`src/rtl/core_seq.sv`:
```
// core_seq: single-issue instruction sequencer.
//
// Walks one instruction at a time through fetch, decode, execute and
// writeback. It hands the fetched word to an external decoder and execute
// unit and strobes the register file once per retired instruction.
//
// Ports
//   clk           single clock, rising edge
//   rst           asynchronous reset, active low
//   imem_req      fetch request, held with imem_addr until imem_gnt
//   imem_addr     fetch address (always equal to pc)
//   imem_gnt      fetch request accepted this cycle
//   imem_rvalid   fetch data valid (only honoured while waiting for data)
//   imem_rdata    fetched instruction word
//   inst          instruction register driven to decode
//   inst_valid    inst holds an instruction in flight
//   dec_illegal   decoder rejected inst
//   dec_rd_w_ena  decoder requests a register write for inst
//   exe_busy      execute unit needs more cycles
//   wb_ena        register-file write strobe, one cycle per instruction
//   halt_req      stop at the next instruction boundary
//   halted        sequencer is parked in HALT
//   trap          sticky illegal-instruction flag (cleared only by reset)
//   pc            address of the current instruction
//   retired       retired-instruction counter
module core_seq #(
  parameter logic [63:0] RESET_PC = 64'h0000_0000_8000_0000,
  parameter int unsigned PC_STEP  = 4
) (
  input  logic        clk,
  input  logic        rst,
  output logic        imem_req,
  output logic [63:0] imem_addr,
  input  logic        imem_gnt,
  input  logic        imem_rvalid,
  input  logic [31:0] imem_rdata,
  output logic [31:0] inst,
  output logic        inst_valid,
  input  logic        dec_illegal,
  input  logic        dec_rd_w_ena,
  input  logic        exe_busy,
  output logic        wb_ena,
  input  logic        halt_req,
  output logic        halted,
  output logic        trap,
  output logic [63:0] pc,
  output logic [63:0] retired
);

  localparam logic [63:0] PC_INC = 64'(PC_STEP);

  typedef enum logic [2:0] {
    IDLE,
    FETCH_REQ,
    FETCH_WAIT,
    DECODE,
    EXECUTE,
    WRITEBACK,
    HALT
  } state_t;

  state_t state;

  // The fetch address is the architectural pc; no separate fetch pointer.
  assign imem_addr = pc;

  // All outputs are registered and updated together with the state they
  // belong to, so each output changes exactly on the state transition.
  always_ff @(posedge clk or negedge rst) begin
    if (!rst) begin
      state      <= IDLE;
      pc         <= RESET_PC;
      inst       <= '0;
      retired    <= '0;
      trap       <= 1'b0;
      imem_req   <= 1'b0;
      inst_valid <= 1'b0;
      wb_ena     <= 1'b0;
      halted     <= 1'b0;
    end else begin
      case (state)
        IDLE: begin
          if (halt_req) begin
            state  <= HALT;
            halted <= 1'b1;
          end else begin
            state    <= FETCH_REQ;
            imem_req <= 1'b1;
          end
        end

        // Data can only arrive after the grant, so rvalid is ignored here.
        FETCH_REQ: begin
          if (imem_gnt) begin
            state    <= FETCH_WAIT;
            imem_req <= 1'b0;
          end
        end

        // No timeout: the memory is trusted to answer eventually.
        FETCH_WAIT: begin
          if (imem_rvalid) begin
            inst       <= imem_rdata;
            inst_valid <= 1'b1;
            state      <= DECODE;
          end
        end

        // An illegal instruction parks the core without retiring it.
        DECODE: begin
          if (dec_illegal) begin
            state      <= HALT;
            trap       <= 1'b1;
            halted     <= 1'b1;
            inst_valid <= 1'b0;
          end else begin
            state <= EXECUTE;
          end
        end

        // The write strobe is registered here from the stable decode of inst
        // so that it is high for exactly the single WRITEBACK cycle.
        EXECUTE: begin
          if (!exe_busy) begin
            state  <= WRITEBACK;
            wb_ena <= dec_rd_w_ena;
          end
        end

        WRITEBACK: begin
          wb_ena     <= 1'b0;
          inst_valid <= 1'b0;
          pc         <= pc + PC_INC;
          retired    <= retired + 64'd1;
          if (halt_req) begin
            state  <= HALT;
            halted <= 1'b1;
          end else begin
            state    <= FETCH_REQ;
            imem_req <= 1'b1;
          end
        end

        // A trapped core stays here until reset.
        HALT: begin
          if (!halt_req && !trap) begin
            state    <= FETCH_REQ;
            halted   <= 1'b0;
            imem_req <= 1'b1;
          end
        end

        default: begin
          state <= IDLE;
        end
      endcase
    end
  end

endmodule

```
`config.mk`:
```
export PLATFORM = sky130hd
export DESIGN_NAME = core_seq
export DESIGN_NICKNAME = d
export VERILOG_FILES = /design/src/rtl/core_seq.sv
export SDC_FILE = /design/constraint.sdc
export NUM_CORES = 1
export LEC_CHECK = 0
export ABC_CLOCK_PERIOD_IN_PS = 2000
export BUFFER_PORTS_ARGS = -buffer_cell sky130_fd_sc_hd__buf_2
export CELL_PAD_IN_SITES_DETAIL_PLACEMENT = 1
export CELL_PAD_IN_SITES_GLOBAL_PLACEMENT = 2
export CORE_ASPECT_RATIO = 0.9
export CORE_UTILIZATION = 28
export CTS_BUF_LIST = sky130_fd_sc_hd__clkbuf_8 sky130_fd_sc_hd__clkbuf_16
export CTS_CLUSTER_DIAMETER = 60
export CTS_CLUSTER_SIZE = 30
export DETAILED_ROUTE_END_ITERATION = 7
export PLACE_DENSITY_LB_ADDON = 0.3
export SLEW_MARGIN = 40
export SYNTH_ARGS = -nofsm -noshare
export SYNTH_HDL_FRONTEND = slang
export SYNTH_SLANG_ARGS = --single-unit
```
`constraint.sdc`:
```
create_clock -name clk -period 2 [get_ports clk]
set_input_delay 0.4 -clock clk [delete_from_list [all_inputs] [get_ports clk]]
set_output_delay 0.4 -clock clk [all_outputs]
set_load 0.03 [all_outputs]
```
Word level (Yosys, flattened, before mapping)
Index checks and enable logic that the tools add are counted.
{ "totals": {"reg_bits": 168, "inputBits": 40, "elab_cells": 60} }
{ "op_classes": {"addsub": 2, "eq_ne": 13, "reduce_logical": 16, "n_mux": 20} }
{ "ops": {"columns": ["cell", "n"], "rows": [
  ["$add A64 B1 Y64 const B", 1],
  ["$add A64 B3 Y64 const B", 1],
  ["$pmux W3 S6", 1],
  ["$mux W3", 5],
  ["$ne A2 B2 Y1 const B", 6],
  ["$reduce_and A4 Y1", 3],
  ["$eq A3 B3 Y1 const B", 3],
  ["$mux W1", 9],
  ["$pmux W1 S3", 3],
  ["$reduce_bool A3 Y1", 3],
  ["$eq A3 B2 Y1 const B", 2],
  ["$reduce_and A2 Y1", 3],
  ["$eq A3 B1 Y1 const B", 1],
  ["$logic_not A3 Y1", 1],
  ["$reduce_and A3 Y1", 1],
  ["$logic_not A1 Y1", 2],
  ["$mux W2", 1],
  ["$ne A2 B1 Y1 const B", 1],
  ["$pmux W1 S2", 1],
  ["$reduce_bool A2 Y1", 1],
  ["$reduce_or A2 Y1", 1],
  ["$logic_and A1 B1 Y1", 1]
]} }

Depth between registers and ports, before layout
{ "depth": {"word_depth": 4, "ltp_mapped": 8} }

Least setup slack after synthesis
No wires, ideal clock.
{ "synth_timing": {"path_kind": "reg2reg", "from": "reg retired[0]", "to": "reg retired[56]", "setup_ps": 80, "stages_incl_launch_ff": 7, "setup_slack_ps": -224, "path_buffers": 0, "t_arrival_ps": 2144, "synth_period_minus_slack_ps": 2224, "path_cell_list": "dfrtp_1 > ha_1 > nand4b_2 > nor4_2 > and4_1 > and4_1 > xor2_1"} }
{ "synth_via": {"elab_chain_len": 1} }
{ "synth_lines": {"columns": ["item", "line", "source"], "rows": [
  ["from (decl)", "47", "output logic [63:0] retired"],
  ["from (signal assigned)", "134", "retired <= retired + 64'd1;"],
  ["$add A64 B1 Y64", "134", null]
]} }
No other way between the ends.
A chain may end at the register's enable or synchronous reset.

Worst setup path in the final report
{ "layout_timing": {"from": "reg retired[10]", "to": "reg retired[52]"} }
The elaborated chain is that of the path after synthesis.

==> results.yml <==
power_and_ir_drop:
  switchingPower_mw: 3.94
  pwr_density_cell_mw_per_mm2: 995
  vdd_ir_drop_max_v: 0.000587
  seqPwrFrac_pct: 38.7
  pwr-share-clk_pct: 31.2
  p_leak_nw: 5.64
  swShare_pct: 36.5
  p_int_mw: 6.84
  combPwrFrac_pct: 30.1
  p_total_mw: 10.8
floorplanning:
  coreArea_sq_mm: 0.0280
  initial_core_util_pct: 28.5
  die_w_microns: 180
  io_pins: 269
  die_h_microns: 162
  die-area_sq_mm: 0.0292
  fp-row-count: 58
clocking:
  cts_buffer_depth: 2
  cts_tree: "done"
  clkLatencyLatePin_ps: 440
  h-tree-depth: 4
  cts_inserted_buffers: 17
  clk_pin_slew_worst_paths_ps: 80
  cts.sinks: 166
  clockRootBuffer: "clkbuf_16"
critical_path:
  r2r_cells: 5
  required_ps: 2340
  crit_type: "register to register"
  crit_top_cell: "or4_4"
  worstPathBufferInverterCount: 0
  reg2reg_to: "retired[52]"
  critical-path-slowest-cell: "or4_4"
  setup.worst_path.end_class: "register"
  path_delay_family: "simple AND/OR/NAND/NOR gates"
  crit_fanout: 2
  start_kind: "register"
  max_stage_delay_ps: 550
  rrSetupSlack_ps: 30
  path_cells: "nand4_4 -> or4_4 -> or4_4 -> nor3_4 -> xor2_1"
  reg2reg_from: "retired[10]"
  arrival_ps: 2310
grt:
  grt_overflow: 0
  grt_pass1_wl_mm: 37.9
  grt_max_degree: 48
  antenna_found_initial: 0
  grt_pass1_vias: 6836
  grt_usage_pct: 16.4
place:
  place.gp.congestion: 0.750
  dpl.hpwl_mm: 17.4
  dpl-instance-area_sq_mm: 0.0101
  portBuffers: 264
yosys:
  netlist.area_leader.share_pct: 51.7
  ys.flop_type: "dfrtp_1"
  ys.warnings.count: 0
  syn_area_sq_mm: 0.00798
  synthTopCellsByCount: "dfrtp_1 (165), xnor2_1 (69), buf_4 (66)"
  synthTopCellsByArea: "dfrtp_1 (52%), xnor2_1 (7.6%), buf_4 (6.2%)"
  seq_area_frac_synth_pct: 52.1
  yosys_register_bits: 166
  synth_cells: 735
  async_reset_ff_share_pct: 100
  synth_top_area_cell: "dfrtp_1"
  synth_edf_count: 0
  synth.distinct_cells: 48
  synth.most_common_cell: "dfrtp_1"
  synth_area_per_cell_sq_um: 10.9
detailed_routing:
  drc: 18
  wl_per_cell_microns: 16.4
  drtIter0Drc: 217
  firstDrtPassIters: 6
  via_count: 6492
  viasPerCell: 4.57
  ant_nets: 0
  drt-total-wl_mm: 23.3
sta:
  period_share_pct: 98.6
  skew_ps: 17.7
  fmax_mhz: 507
  grt_setup_unrepaired: "true"
  hold_viol: 0
  slew_viol_final: 0
  period_needed_ps: 1970
  holdWs_ps: 191
  fin_setup_tns_ps: 0
  setup_violations: 0
run_status:
  failed_checks: "design-rule violations"
  status: "complete, but fails checks"
final_layout:
  syn_to_final_growth_pct: 35.9
  diodes: 0
  fin_util_pct: 38.7
  drive_gt1_share_pct: 47.1
  design_area_sq_mm: 0.0108
  nets: 1089
hold_path:
  whs_endpoint: "inst[29]"
  hold_class: "primary input to register"
  holdPathStages: 2
  holdCritStartpoint: "imem_rdata[29]"
run:
  cap_violations: 0
==> worst reg2reg max path, stage by stage, from the launching register on <==
cell	delay, ps
dfrtp_2	390
nand4_4	120
or4_4	530
or4_4	550
nor3_4	130
xor2_1	170
==> placed cells by master (no fill, tap or decap), types with 5 or more instances in the layout <==
cell type and count:
xor2_1 55, nor4_1 12, o21ai_0 7, inv_1 21, mux2_2 35, nor3_2 5
nand3_1 38, clkbuf_16 17, buf_2 263, dfrtp_1 142, and4_1 9, nor3_1 25
xnor2_1 69, nand2_1 44, nor4_2 8, nor2_1 42, and3_1 13, and2_1 6
nand4_1 41, inv_6 7, dfrtp_2 23, buf_4 106, a21oi_1 5
==> power by group through the flow <==
| stage | Sequential (mW) | Combinational, mW | Clock [mW] |
|---|---|---|---|
| floorplan | 5.16 | 1.18 | 0 |
| global placement | 4.20 | 3.26 | 0 |
| detailed placement | 4.23 | 3.28 | 0 |
| CTS | 4.17 | 3.28 | 3.50 |
| global route | 4.25 | 3.48 | 3.59 |
| finish | 4.17 | 3.25 | 3.37 |
==> cell families after synthesis <==
group / Yosys count / synth area share, %
buffers and inverters: 106 / 8.17
multiplexers: 35 / 4.94
XOR/XNOR: 124 / 13.6
flip-flops: 166 / 52.1
AO/OA/AOI/OAI: 25 / 2.02
adder cells (fa/ha/maj): 2 / 0.314
AND/OR/NAND/NOR: 276 / 18.8
other: 1 / 0.0470
==> flip-flops by register name, indices dropped and copies added, names as in the netlist <==
signal and flops:
state 3, imem_req 1, imem_addr 62, wb_ena 1
retired 64, trap 1, inst_valid 1, halted 1
inst 32
==> area by class of cell <==
cell class,count,area [sq um]
clock buffer,17,425
multi-input combinational,466,3350
tap,360,450
inverter,22,82.6
clock inverter,15,154
timing repair buffer,374,2190
fill,3209,17200
sequential,166,4180
==> through the flow <==
| step | cells | setup WS, ps |
|---|---|---|
| after floorplan | 738 | -123 |
| after global placement | 1385 | 36.3 |
| after detailed placement | 1385 | 10.6 |
| after CTS | 1418 | -2.91 |
| after global routing | 1420 | -53.0 |
| final | 1420 | 28.7 |
==> worst max-delay path by stage <==
stage | start | endpoint | slack, ps | depth (start not counted)
final | retired[10] | retired[52] | 30 | 5
after CTS | state[2] | retired[63] | -3 | 6
after global routing | retired[10] | retired[52] | -50 | 5
after detailed placement | retired[10] | retired[53] | 10 | 6
after global placement | state[2] | retired[45] | 40 | 6
after floorplan | retired[5] | retired[52] | -120 | 5
==> per-layer routing <==
metal / global-route usage (%) / share of wire [%] / up-vias
met5: 0 / 0 / -
met4: 4.23 / 0.90 / 0
met3: 2.65 / 2.9 / 19
met2: 28.2 / 50 / 132
met1: 21.5 / 46 / 3251
li1: - / - / 3090
==> timing repair <==
action | CTS | global route
endpoints found under the setup margin | 6 | 29
endpoints found under the hold margin | 34 | 0
setup buffers | 0 | 2
gates resized for setup | 3 | 27
hold buffers | 1 | 0
pin swaps | 0 | 8
(Power assumes the default switching activity.)
